<file path="src/rtl/regfile_port_arbiter.sv">
// Round-robin arbiter sharing one 2R/1W register file among NREQ requesters,
// with a bounded lock for atomic sequences and a one-hot tagged response.
//
// Ports:
//   clk, rst_n                 clock, async active-low reset
//   req_valid/ready/lock/we    per-requester handshake and access control
//   req_raddr1/raddr2/waddr    packed per-requester addresses (slice i = req i)
//   req_wdata                  packed per-requester write data
//   rsp_valid                  one-hot owner of rsp_rdata1/2 this cycle
//   rsp_rdata1/rsp_rdata2      read data passed through from the regfile
//   lock_timeout               high in the cycle a lock is forcibly released
//   rf_*                       regfile drive / return
module regfile_port_arbiter #(
   parameter int DATA_WIDTH = 32,
   parameter int ADDR_WIDTH = 5,
   parameter int NREQ       = 2,
   parameter int MAX_LOCK   = 16
) (
   input  logic                       clk,
   input  logic                       rst_n,
   input  logic [NREQ-1:0]            req_valid,
   output logic [NREQ-1:0]            req_ready,
   input  logic [NREQ-1:0]            req_lock,
   input  logic [NREQ-1:0]            req_we,
   input  logic [NREQ*ADDR_WIDTH-1:0] req_raddr1,
   input  logic [NREQ*ADDR_WIDTH-1:0] req_raddr2,
   input  logic [NREQ*ADDR_WIDTH-1:0] req_waddr,
   input  logic [NREQ*DATA_WIDTH-1:0] req_wdata,
   output logic [NREQ-1:0]            rsp_valid,
   output logic [DATA_WIDTH-1:0]      rsp_rdata1,
   output logic [DATA_WIDTH-1:0]      rsp_rdata2,
   output logic                       lock_timeout,
   output logic                       rf_reg_write,
   output logic [ADDR_WIDTH-1:0]      rf_read_addr1,
   output logic [ADDR_WIDTH-1:0]      rf_read_addr2,
   output logic [ADDR_WIDTH-1:0]      rf_write_addr,
   output logic [DATA_WIDTH-1:0]      rf_write_data,
   input  logic [DATA_WIDTH-1:0]      rf_read_data1,
   input  logic [DATA_WIDTH-1:0]      rf_read_data2
);

   localparam int IW = (NREQ > 1) ? $clog2(NREQ) : 1;
   localparam int CW = (MAX_LOCK > 1) ? $clog2(MAX_LOCK) : 1;

   localparam logic [0:0] IDLE   = 1'b0;
   localparam logic [0:0] LOCKED = 1'b1;

   logic [0:0]      state;
   logic [IW-1:0]   rr_ptr;
   logic [IW-1:0]   owner;
   logic [CW-1:0]   lock_cnt;

   logic            gnt_any;
   logic [IW-1:0]   gnt_idx;
   logic [IW:0]     cand;
   logic            release_xfer;
   logic            cnt_expired;

   function automatic logic [IW-1:0] next_idx(input logic [IW-1:0] i);
      if (i == IW'(NREQ - 1)) return '0;
      else                    return i + 1'b1;
   endfunction

   // Locked: only the owner may win. Idle: first valid from rr_ptr upward.
   always_comb begin
      gnt_any = 1'b0;
      gnt_idx = '0;
      cand    = '0;
      if (state == LOCKED) begin
         gnt_any = req_valid[owner];
         gnt_idx = owner;
      end else begin
         for (int k = 0; k < NREQ; k++) begin
            cand = {1'b0, rr_ptr} + (IW+1)'(k);
            if (cand >= (IW+1)'(NREQ)) cand = cand - (IW+1)'(NREQ);
            if (!gnt_any && req_valid[cand[IW-1:0]]) begin
               gnt_any = 1'b1;
               gnt_idx = cand[IW-1:0];
            end
         end
      end
   end

   always_comb begin
      req_ready = '0;
      if (gnt_any) req_ready[gnt_idx] = 1'b1;
   end

   always_comb begin
      rf_read_addr1 = '0;
      rf_read_addr2 = '0;
      rf_write_addr = '0;
      rf_write_data = '0;
      rf_reg_write  = 1'b0;
      if (gnt_any) begin
         rf_read_addr1 = req_raddr1[gnt_idx*ADDR_WIDTH +: ADDR_WIDTH];
         rf_read_addr2 = req_raddr2[gnt_idx*ADDR_WIDTH +: ADDR_WIDTH];
         rf_write_addr = req_waddr[gnt_idx*ADDR_WIDTH +: ADDR_WIDTH];
         rf_write_data = req_wdata[gnt_idx*DATA_WIDTH +: DATA_WIDTH];
         // x0 is hardwired; never let a write reach it
         rf_reg_write  = req_we[gnt_idx] & (|rf_write_addr);
      end
   end

   assign rsp_rdata1 = rf_read_data1;
   assign rsp_rdata2 = rf_read_data2;

   // An owner transfer with lock dropped wins over the timeout.
   assign release_xfer = (state == LOCKED) & gnt_any & ~req_lock[owner];
   assign cnt_expired  = (state == LOCKED) & (lock_cnt == CW'(MAX_LOCK - 1));
   assign lock_timeout = cnt_expired & ~release_xfer;

   always_ff @(posedge clk or negedge rst_n) begin
      if (!rst_n) begin
         state     <= IDLE;
         rr_ptr    <= '0;
         owner     <= '0;
         lock_cnt  <= '0;
         rsp_valid <= '0;
      end else begin
         rsp_valid <= req_ready;
         case (state)
            IDLE: begin
               if (gnt_any) begin
                  rr_ptr <= next_idx(gnt_idx);
                  if (req_lock[gnt_idx]) begin
                     state    <= LOCKED;
                     owner    <= gnt_idx;
                     lock_cnt <= '0;
                  end
               end
            end
            default: begin
               lock_cnt <= lock_cnt + 1'b1;
               if (release_xfer || cnt_expired) begin
                  state    <= IDLE;
                  rr_ptr   <= next_idx(owner);
                  lock_cnt <= '0;
               end
            end
         endcase
      end
   end

endmodule

</file>
<file path="config.mk">
export PLATFORM = sky130hd
export DESIGN_NAME = regfile_port_arbiter
export DESIGN_NICKNAME = d
export VERILOG_FILES = /design/src/rtl/regfile_port_arbiter.sv
export SDC_FILE = /design/constraint.sdc
export NUM_CORES = 1
export LEC_CHECK = 0
export BUFFER_PORTS_ARGS = -buffer_cell sky130_fd_sc_hd__buf_2
export CELL_PAD_IN_SITES_DETAIL_PLACEMENT = 1
export CELL_PAD_IN_SITES_GLOBAL_PLACEMENT = 1
export CORE_AREA = 2 2 109 111
export CTS_CLUSTER_DIAMETER = 120
export DETAILED_ROUTE_END_ITERATION = 7
export DIE_AREA = 0 0 111 113
export PLACE_DENSITY = 0.83
export SKIP_CTS_REPAIR_TIMING = 1
export SLEW_MARGIN = 20
export SYNTH_ARGS = -nofsm -noshare
export SYNTH_HDL_FRONTEND = slang
export SYNTH_SLANG_ARGS = --single-unit
</file>
<file path="constraint.sdc">
create_clock -name clk -period 1.7 [get_ports clk]
set_input_delay 0 -clock clk [delete_from_list [all_inputs] [get_ports clk]]
set_output_delay 0 -clock clk [all_outputs]
set_load 0.01 [all_outputs]
</file>
==> flow_metrics.tcl <==
set metrics [dict create \
    status "finished, violations left" \
    violations "setup timing" \
    gp_congestion 0.876 \
    clockBufferDepth 2 \
    setup_violations 3 \
    worstPathArrival_ns 1.72 \
    vias 1745 \
    ys_warn_count 0 \
    seq_area_frac_synth_pct 14.4 \
    synth-async-reset-ratio_pct 100 \
    h-tree-depth 1 \
    irDropWorstVdd_uv 439 \
    drtIter0Drc 45 \
    worst-r2r-cell-count 5 \
    drt_wl_total_um 6690 \
    rrSetupSlack_ns 0.05 \
    tightest_slew_ns 0.532 \
    yosys-top-cells-area "buf_4 31%, a22o_1 24%, dfrtp_1 14%, buf_6 5.1%, mux2i_1 3.9%" \
    ant_nets 0 \
    min_period_over_period_pct 101 \
    max_freq_ghz 0.583 \
    port_buffers 154 \
    grt_pass1_wl_um 9730 \
    worst_slack_ns -0.0161 \
    rsz0062_at_grt "true" \
    wl_per_cell_um 16.0 \
    rows 39 \
    synth_ff_type "dfrtp_1" \
    grt.overflow.total 0 \
    avgSynthCellArea_um2 8.66 \
    via_per_inst 4.18 \
    clk_latency_ns 0.24 \
    track_usage_pct 9.70 \
    route.detailed.drc 0 \
    die_h_um 113 \
    io_pins 283 \
    drive_above_1_share_pct 63.4 \
    yosys_register_bits 9 \
    crit_path_end_kind "primary output" \
    synth.distinct_cells 34 \
    hold_viol 0 \
    p_per_area_nw_per_um2 1340 \
    min_period_ns 1.72 \
    relSlewSlack_pct 64.5 \
    synth_edf_count 0 \
    dp_hpwl_um 5720 \
    hold_start "rf_read_data1[1]" \
    cts_root_buf "clkbuf_16" \
    syn_nets 347 \
    coreArea_um2 11300 \
    clock_skew_ns 0.00379 \
    cp_max_fo 29 \
    syn_to_final_growth_pct 38.1 \
    synth_area_um2 1560 \
    grt_antenna_before_repair 1 \
    cp-start-kind "flop" \
    p_leak_uw 0.00119 \
    maxSlewViolCount 0 \
    reg2reg_to "lock_cnt[0]" \
    crit_path_end "rf_write_data[21]" \
    layout.nets 441 \
    fin_util_pct 19.1 \
    grt_start_max_net_pins 30 \
    synth.top_cell.area_share_pct 30.8 \
    worstSetupPathType "flop to primary output" \
    yosysTopAreaCell "buf_4" \
    numCtsBuffers 3 \
    startpoint "state" \
    start_util_pct 13.8 \
    clk_pin_slew_ns 0.04 \
    cp_data_required_time_ns 1.70 \
    clock_sinks 9 \
    drt_first_pass_iters 4 \
    grt_pass1_vias 1754 \
    maxCapViolations 0 \
    timing.rr.start "state" \
    totalPowerFinal_uw 2890 \
    syn-instance-count 180 \
    cts_tree "done" \
    die_w_um 111 \
    die-area_um2 12500 \
    hp-class "input pin to primary output" \
]
## synth_stat cells, drive strengths merged (2+ instances only)
library cell   n
a211o          2
nand3          2
a22oi          2
inv            4
nand2b         2
nor2           8
dfrtp          9
mux2i          6
o21ai          3
nor3b          3
nor3           3
buf           75
a22o          43
nand2          3
## report_power, final
group          switching (uW)  leakage, uW  total (uW)  internal (uW)
Clock                     117    0.0000409         429            311
Combinational            1050      0.00104        2060           1010
Sequential                104     0.000111         405            301
Total                    1270      0.00119        2890           1620
## registers in the layout (all words and copies together) (netlist names)
register / cells
rsp_valid: 2
lock_cnt: 4
owner: 1
rr_ptr: 1
state: 1
## worst max-delay path, cell delays in order (launching register included)
cell and delay, ns:
dfrtp_2 0.46, nand2b_4 0.19, o211a_4 0.26, buf_12 0.16, a22o_1 0.25, buf_2 0.14
## area by class of cell
class                           count  area (um2)
Antenna cell                        1        2.50
Fill cell                        1411        9120
Tap cell                          143         179
Clock inverter                      1        5.00
Multi-Input combinational cell     92         766
Inverter                            4        15.0
Clock buffer                        3        75.1
Timing Repair Buffer              164         885
Sequential cell                     9         226
## cells by family (layout without fill, tap and decap cells)
kind of cell / Yosys count / count (layout) / share of synthesized area [%]
muxes: 7 / 7 / 4.57
DFF: 9 / 9 / 14.4
AOI/OAI and AO/OA: 58 / 58 / 32.6
adders and majority gates: 1 / 1 / 0.802
and+or+nand+nor: 26 / 26 / 9.47
buffers and inverters: 79 / 172 / 38.1
other: 0 / 1 / 0
## layout by cell type, fill, tap and decap left out, types with 2 or more instances in the layout
master and instances:
nor3_1 3, buf_12 2, inv_1 4, nor2_1 8, nand2_1 3, a22oi_1 2, dfrtp_1 8, buf_2 154
buf_4 4, nand3_1 2, mux2i_1 6, buf_6 3, clkbuf_16 3, a22o_1 43, a211o_1 2, nor3b_1 3
## layer usage
metal  share of wire (%)  vias to the layer above  track usage, %
li1                    -                      788               -
met1                  34                      794            9.59
met2                  53                      131            18.4
met3                  11                       32            4.07
met4                 2.4                        0            3.17
met5                   0                        -               0
## through the flow
step                      area [um2]  std cells  TNS, ns  hold WS, ns  worst slack [ns]
after floorplan                 1560        180        0       -0.296             0.253
after detailed placement        1990        408        0       -0.114            0.0602
after CTS                       2070        412    -6.80       -0.368            -0.205
final                           2150        417  -0.0246   0.00000385           -0.0161
after global placement          1990        408        0       -0.125             0.130
after global routing            2150        417    -1.59    0.0000151           -0.0637
## worst min path at each step
stage / end / slack (ns) / depth (start not counted)
2_1_floorplan: lock_cnt[0] / -0.30 / 0
3_3_place_gp: lock_cnt[2] / -0.12 / 1
3_5_place_dp: lock_cnt[1] / -0.11 / 1
4_1_cts: lock_cnt[1] / -0.37 / 1
5_1_grt: rsp_rdata1[2] / 0.00002 / 0
6_report: rsp_rdata1[1] / 0.000004 / 0
Note: power is estimated with default switching activity, not from simulation.
